File: src/rtl/multiplicacion_pkg.sv
// Shared types and sizing helpers for the shift-add multiplier subsystem.
// Provides the FSM state encoding and the product-width rule used by every file.
package multiplicacion_pkg;

   localparam int DEFAULT_WIDTH = 8;

   typedef enum logic [1:0] {
      IDLE = 2'd0,
      CALC = 2'd1,
      DONE = 2'd2
   } state_t;

   function automatic int prod_w(input int w);
      return 2 * w;
   endfunction

endpackage

File: src/rtl/multiplicacion_ruta_datos.sv
// Datapath of the shift-add multiplier: shifted multiplicand, multiplier, accumulator
// and iteration counter, driven by load/step strobes from the controlling FSM.
module multiplicacion_ruta_datos
   import multiplicacion_pkg::*;
#(
   parameter int WIDTH = DEFAULT_WIDTH,
   localparam int PW = prod_w(WIDTH),
   localparam int CW = $clog2(WIDTH + 1)
) (
   input  logic             clk,
   input  logic             rst_n,
   input  logic             load_i,
   input  logic             step_i,
   input  logic [WIDTH-1:0] multiplicando_i,
   input  logic [WIDTH-1:0] multiplicador_i,
   output logic [PW-1:0]    acc_next_o,
   output logic             last_o
);

   logic [PW-1:0]    a_q, a_d;
   logic [WIDTH-1:0] b_q, b_d;
   logic [PW-1:0]    acc_q, acc_d;
   logic [CW-1:0]    count_q, count_d;
   logic [PW-1:0]    acc_sum;

   // acc_sum is the accumulator after the current iteration; the FSM captures it
   // into the result register on the last iteration without waiting an extra cycle.
   assign acc_sum    = b_q[0] ? (acc_q + a_q) : acc_q;
   assign acc_next_o = acc_sum;
   assign last_o     = (count_q == CW'(WIDTH - 1));

   always_comb begin
      a_d     = a_q;
      b_d     = b_q;
      acc_d   = acc_q;
      count_d = count_q;
      if (load_i) begin
         a_d     = {{(PW - WIDTH){1'b0}}, multiplicando_i};
         b_d     = multiplicador_i;
         acc_d   = '0;
         count_d = '0;
      end else if (step_i) begin
         acc_d   = acc_sum;
         a_d     = a_q << 1;
         b_d     = b_q >> 1;
         count_d = count_q + CW'(1);
      end
   end

   always_ff @(posedge clk or negedge rst_n) begin
      if (!rst_n) begin
         a_q     <= '0;
         b_q     <= '0;
         acc_q   <= '0;
         count_q <= '0;
      end else begin
         a_q     <= a_d;
         b_q     <= b_d;
         acc_q   <= acc_d;
         count_q <= count_d;
      end
   end

endmodule

File: src/rtl/subsistema_multiplicacion.sv
// Sequential unsigned multiplier feeding the display subsystem: start/ready handshake,
// fixed WIDTH-iteration calculation, one-cycle valid pulse and a held result bus.
module subsistema_multiplicacion
   import multiplicacion_pkg::*;
#(
   parameter int WIDTH = DEFAULT_WIDTH
) (
   input  logic                       clk,
   input  logic                       reset,
   input  logic                       start,
   input  logic [WIDTH-1:0]           multiplicando,
   input  logic [WIDTH-1:0]           multiplicador,
   output logic                       ready,
   output logic                       busy,
   output logic                       valid,
   output logic [prod_w(WIDTH)-1:0]   resultados
);

   localparam int PW = prod_w(WIDTH);

   state_t        state_q, state_d;
   logic [PW-1:0] resultados_q, resultados_d;
   logic          load;
   logic          step;
   logic          last;
   logic [PW-1:0] acc_next;

   multiplicacion_ruta_datos #(
      .WIDTH(WIDTH)
   ) u_ruta_datos (
      .clk            (clk),
      .rst_n          (reset),
      .load_i         (load),
      .step_i         (step),
      .multiplicando_i(multiplicando),
      .multiplicador_i(multiplicador),
      .acc_next_o     (acc_next),
      .last_o         (last)
   );

   // The result register only moves on the edge entering DONE, so the display
   // consumer always sees a stable product between operations.
   always_comb begin
      state_d      = state_q;
      resultados_d = resultados_q;
      load         = 1'b0;
      step         = 1'b0;
      case (state_q)
         IDLE: begin
            if (start) begin
               load    = 1'b1;
               state_d = CALC;
            end
         end
         CALC: begin
            step = 1'b1;
            if (last) begin
               resultados_d = acc_next;
               state_d      = DONE;
            end
         end
         DONE: begin
            state_d = IDLE;
         end
         default: begin
            state_d = IDLE;
         end
      endcase
   end

   always_ff @(posedge clk or negedge reset) begin
      if (!reset) begin
         state_q      <= IDLE;
         resultados_q <= '0;
      end else begin
         state_q      <= state_d;
         resultados_q <= resultados_d;
      end
   end

   assign ready      = (state_q == IDLE);
   assign busy       = (state_q == CALC);
   assign valid      = (state_q == DONE);
   assign resultados = resultados_q;

endmodule

File: config.mk
export PLATFORM = sky130hd
export DESIGN_NAME = subsistema_multiplicacion
export DESIGN_NICKNAME = d
export VERILOG_FILES = /design/src/rtl/multiplicacion_pkg.sv /design/src/rtl/multiplicacion_ruta_datos.sv /design/src/rtl/subsistema_multiplicacion.sv
export SDC_FILE = /design/constraint.sdc
export NUM_CORES = 1
export LEC_CHECK = 0
export CAP_MARGIN = 20
export CORE_MARGIN = 1.5
export CORE_UTILIZATION = 45
export CTS_CLUSTER_SIZE = 16
export DETAILED_ROUTE_END_ITERATION = 12
export PLACE_DENSITY = 0.64
export SETUP_SLACK_MARGIN = 0.05
export SYNTH_ARGS = -nofsm -noshare
export SYNTH_HDL_FRONTEND = slang
export SYNTH_SLANG_ARGS = --single-unit
File: constraint.sdc
create_clock -name clk -period 2.5 [get_ports clk]
set_input_delay 0.25 -clock clk [delete_from_list [all_inputs] [get_ports clk]]
set_output_delay 0.25 -clock clk [all_outputs]
set_load 0.05 [all_outputs]
Word-level counts from Yosys, hierarchy flattened
Index checks and enable logic that the tools add are counted.
{"block": "word_totals", "register_bits": 62, "in_bits": 19, "out_inout_bits": 19, "word_cells": 32}
{"block": "op_classes", "n_addsub": 2, "eq_ne": 5, "n_mux": 15, "n_reduce_logical": 4}
{"cell": "$mux 16", "n": 5}
{"cell": "$add 16x16->16", "n": 1}
{"cell": "$mux 8", "n": 2}
{"cell": "$mux 4", "n": 2}
{"cell": "$add 4x1->4 const B", "n": 1}
{"cell": "$eq 4x3->1 const B", "n": 1}
{"cell": "$mux 2", "n": 2}
{"cell": "$pmux 2 s2", "n": 1}
{"cell": "$reduce_and 2->1", "n": 2}
{"cell": "$mux 1", "n": 3}
{"cell": "$eq 2x1->1 const B", "n": 1}
{"cell": "$eq 2x2->1 const B", "n": 1}
{"cell": "$logic_not 2->1", "n": 1}
{"cell": "$ne 2x1->1 const B", "n": 1}
{"cell": "$ne 2x2->1 const B", "n": 1}
{"cell": "$reduce_bool 2->1", "n": 1}

Depth between registers and ports, before layout
{"block": "logic_depth", "ltp_word": 4, "mapped_depth": 8, "mapped_depth_nobuf": 8}

By module
From an unflattened synthesis, not the netlist that was laid out.
{"block": "hier_totals", "hier_cells": 358, "area_unflattened_um2": 3644.7}
{"mod": "multiplicacion_ruta_datos", "instances": 1, "cells_each": 314, "area_per_inst_um2": 2902.8, "seq_area_each_um2": 1101.1}
{"mod": "subsistema_multiplicacion", "instances": 1, "cells_each": 44, "area_per_inst_um2": 742.0, "seq_area_each_um2": 450.4}

Worst setup path before layout
OpenSTA, ideal clock, no wires.
{"block": "synth_timing", "kind": "reg-to-reg", "startpoint": "reg u_ruta_datos.acc_q[0]", "endpoint": "reg resultados_q[12] (netlist: resultados[12])", "setup_time_ns": 0.124, "t_arrival_ns": 2.198, "required_time_ns": 2.376, "slack_ns": 0.178, "stages_incl_launch_ff": 9, "n_path_buf": 0, "synth_period_minus_slack_ns": 2.322, "cell_sequence": "dfrtp_1 > ha_1 > fa_1 > a21o_1 > a311oi_2 > o221ai_1 > nor2_1 > mux2i_1 > a211o_1"}
{"block": "synth_between", "elab_chain_cells": 2}
{"element": "from (decl)", "line": "multiplicacion_ruta_datos.sv:22", "source": "logic [PW-1:0] acc_q, acc_d;"}
{"element": "from (signal assigned)", "line": "multiplicacion_ruta_datos.sv:54", "source": "acc_q <= '0;"}
{"element": "from (signal assigned)", "line": "multiplicacion_ruta_datos.sv:59", "source": "acc_q <= acc_d;"}
{"element": "$add 16x16->16", "line": "multiplicacion_ruta_datos.sv:28", "source": "assign acc_sum = b_q[0] ? (acc_q + a_q) : acc_q;"}
{"element": "$mux 16", "line": "multiplicacion_ruta_datos.sv:28"}
{"element": "to (signal assigned)", "line": "subsistema_multiplicacion.sv:77", "source": "resultados_q <= resultados_d;"}
{"element": "to (decl)", "line": "subsistema_multiplicacion.sv:22", "source": "logic [PW-1:0] resultados_q, resultados_d;"}
No other way between the ends.
A chain may end at the register's enable or synchronous reset.

Worst setup path after layout
{"block": "layout_timing", "startpoint": "reg u_ruta_datos.acc_q[0]", "endpoint": "reg u_ruta_datos.acc_q[12]"}
{"block": "layout_between", "elab_chain_cells": 4}
{"element": "$add 16x16->16", "line": "multiplicacion_ruta_datos.sv:28"}
{"element": "$mux 16", "line": "multiplicacion_ruta_datos.sv:28"}
{"element": "$mux 16", "line": "multiplicacion_ruta_datos.sv:42", "source": "end else if (step_i) begin"}
{"element": "$mux 16", "line": "multiplicacion_ruta_datos.sv:37", "source": "if (load_i) begin"}
No other way between the ends. The select of a mux whose other input is x is not followed.

==> impl_metrics.yaml <==
die:
  rows: 31
  start_util_pct: 46.3
  die_h_microns: 89.2
  die_w_microns: 89.2
  ios: 38
  core-area_sq_um: 7210
  die-area_sq_um: 7960
worst_setup_path:
  r2r_setup_slack_ps: 130
  cp.arrival_ps: 2580
  required_ps: 2710
  crit_type: "flop to flop"
  path_max_fanout: 4
  setup.worst_path.start_class: "flop"
  crit_path_end_kind: "flop"
synthesis:
  ys_seq_elements: 62
  postSynthCellCount: 355
  synth_edf_count: 0
  ys.flop_type: "dfrtp_1"
  syn_avg_cell_area_sq_um: 9.42
  synth_nets: 391
  synth_area_leaders: "dfrtp_1 (46%), nand2_1 (8.5%), ha_1 (6.0%), o21ai_0 (5.1%), a21oi_1 (3.3%)"
  ys_seq_area_share_pct: 46.4
  post-synth-top-area-cell: "dfrtp_1"
  syn_area_sq_um: 3340
  ys_warn_count: 0
  ys_types: 52
  synth_async_sr_flop_share_pct: 100
  synth.top_cell.area_share_pct: 46.4
timing:
  worst-slew-pin-transition_ps: 990
  slew_violations: 0
  skew_ps: 8.82
  fin_crit_ps: 2370
  rsz0062_at_grt: "yes"
  setup_violations: 0
  whs_ps: 448
  relSlewSlack_pct: 33.7
  finalHoldViolCount: 0
  fmax_ghz: 0.422
  period_share_pct: 94.9
  setup_tns_ps: 0
detailed_routing:
  drc: 0
  drt-initial-drc-count: 140
  drtPass1Iterations: 4
  wl_per_cell_microns: 15.3
  antenna_left: 0
  num_vias: 2718
  finalWirelength_microns: 7740
  viasPerCell: 5.37
clock_network:
  insertion_delay_ps: 330
  htreeDepth: 3
  clk_path_buf_depth: 2
  cts_sinks: 62
  numCtsBuffers: 9
  clock-root-buffer: "clkbuf_8"
  clk_pin_slew_worst_paths_ps: 70
  tritoncts: "built"
finish:
  n_fill_cell: 686
  nets: 438
  antenna_cells: 0
  area_growth_syn_to_layout_pct: 24.2
  drive_gt1_share_pct: 12.5
status:
  outcome: "finished clean"
power_and_ir_drop:
  peakVddDrop_v: 0.000549
  power_density_nw_per_um2: 1460
  p_leak_nw: 1.91
grt:
  grt_max_degree: 63
  grt_use_total_pct: 21.5
  antenna_found_initial: 0
  overflow: 0
  grt_pass1_vias: 2597
  grt_pass1_wl_microns: 12800
place:
  port_buffers: 37
  dp_hpwl_microns: 5440
  gp_congestion: 0.836
run:
  cap_violations: 0
worst_hold_path:
  min_path_type: "primary input to asynchronous set/reset pin"
[path summary, 6_finish.rpt]
kind / from / end / cells after the start
setup reg to reg: u_ruta_datos.acc_q[0]$_DFFE_PN0P_ / u_ruta_datos.acc_q[12]$_DFFE_PN0P_ / 9
hold / removal: reset / resultados[4]$_DFFE_PN0P_ / 3
setup / recovery: u_ruta_datos.acc_q[0]$_DFFE_PN0P_ / u_ruta_datos.acc_q[12]$_DFFE_PN0P_ / 9
max in group asynchronous: reset / resultados[14]$_DFFE_PN0P_ / 3
hold reg to reg: resultados[11]$_DFFE_PN0P_ / resultados[11]$_DFFE_PN0P_ / 2
min in group clk: resultados[11]$_DFFE_PN0P_ / resultados[11]$_DFFE_PN0P_ / 2
[Yosys cell counts (all sizes together) (2+ instances only)]
master,count
a21o,5
a21oi,22
a22o,9
a22oi,13
a31oi,3
and2,2
and3,6
buf,4
clkbuf,14
dfrtp,62
ha,16
inv,4
mux2i,10
nand2,76
nand2b,2
nand3,8
nand4b,2
nor2,16
nor2b,2
nor3,3
o211ai,4
o21ai,35
o21bai,2
xnor2,7
xor2,6
[registers in the layout, indices dropped and copies added, names as in the netlist]
signal                count
resultados               16
u_ruta_datos.a_q         16
u_ruta_datos.acc_q       16
u_ruta_datos.b_q          8
u_ruta_datos.count_q      4
state_q                   2
[where the power goes]
group / total [mW] / switching (mW) / internal [mW]
registers: 1.76 / 0.318 / 1.44
logic: 3.42 / 2.07 / 1.35
clock network: 0.884 / 0.374 / 0.510
total: 6.06 / 2.76 / 3.30
[area by class of cell]
cell class	count	area [sq um]	area share [%]
inverters	4	15.0	0.362
multi-input cells	271	1740	42.0
repair buffers	54	518	12.5
well taps	99	124	2.98
flip-flops and latches	62	1550	37.4
clock buffers	12	155	3.74
clock inverters	4	45.0	1.08
[what timing repair did]
action                                 CTS  global route
hold buffers                             1             0
buffers inserted                         0             2
pin swaps                                1             4
endpoints found under the hold margin   62             0
resized for setup                        1            12
setup endpoints to repair                4             7
[critical path, stage by stage (launching register included)]
cell,delay (ps)
dfrtp_1,400
ha_2,210
fa_2,350
a21o_1,210
a311oi_4,400
o221ai_2,160
nor2_2,160
buf_4,130
xor2_1,160
o21ai_1,70
[cells by family after synthesis]
kind of cell	count (synthesis)	synth area share, %
AO/OA/AOI/OAI	107	21.4
XOR/XNOR	13	3.41
adder cells (fa/ha/maj)	17	6.59
buffers and inverters	22	2.58
flip-flops	62	46.4
multiplexers	10	2.99
AND/OR/NAND/NOR	124	16.6
[cell usage in the layout (no fill, tap or decap), drive strengths merged, types with 2 or more instances in the layout]
master,Yosys,final
a22oi,13,13
clkinv,0,3
a21oi,22,22
and2,2,2
ha,16,16
xnor2,7,7
buf,4,18
dfrtp,62,62
xor2,6,6
nand2,76,76
nor2,16,16
and3,6,6
nand2b,2,2
nor3,3,3
clkdlybuf4s50,0,35
o21ai,35,35
clkbuf,14,12
inv,4,4
nand3,8,8
nor2b,2,2
a21o,5,5
a31oi,3,3
o211ai,4,4
o21bai,2,2
nand4b,2,2
a22o,9,9
mux2i,10,10
[per-layer routing]
layer  vias to the layer above  wire length [microns]  part of all wire [%]  global-route usage, %
met5                         -                      0                     0                      0
met4                         0                    206                   2.7                   10.5
met3                        14                    304                   3.9                   3.42
met2                        57                   3480                    45                   32.4
met1                      1277                   3750                    48                   30.2
li1                       1370                      -                     -                      -
[through the flow]
step | cell area [sq um] | std cells | power [mW] | worst slack (ps) | util [%]
after floorplan | 3340 | 355 | 4.11 | 178 | -
after global placement | 3890 | 487 | 5.04 | 52.3 | 53.9
after detailed placement | 3890 | 487 | 5.11 | -53.4 | 53.9
after CTS | 4110 | 504 | 6.04 | 51.1 | 57.0
after global routing | 4150 | 506 | 6.55 | 44.8 | 57.6
final | 4150 | 506 | 6.06 | 128 | 57.6
(Power assumes the default switching activity.)
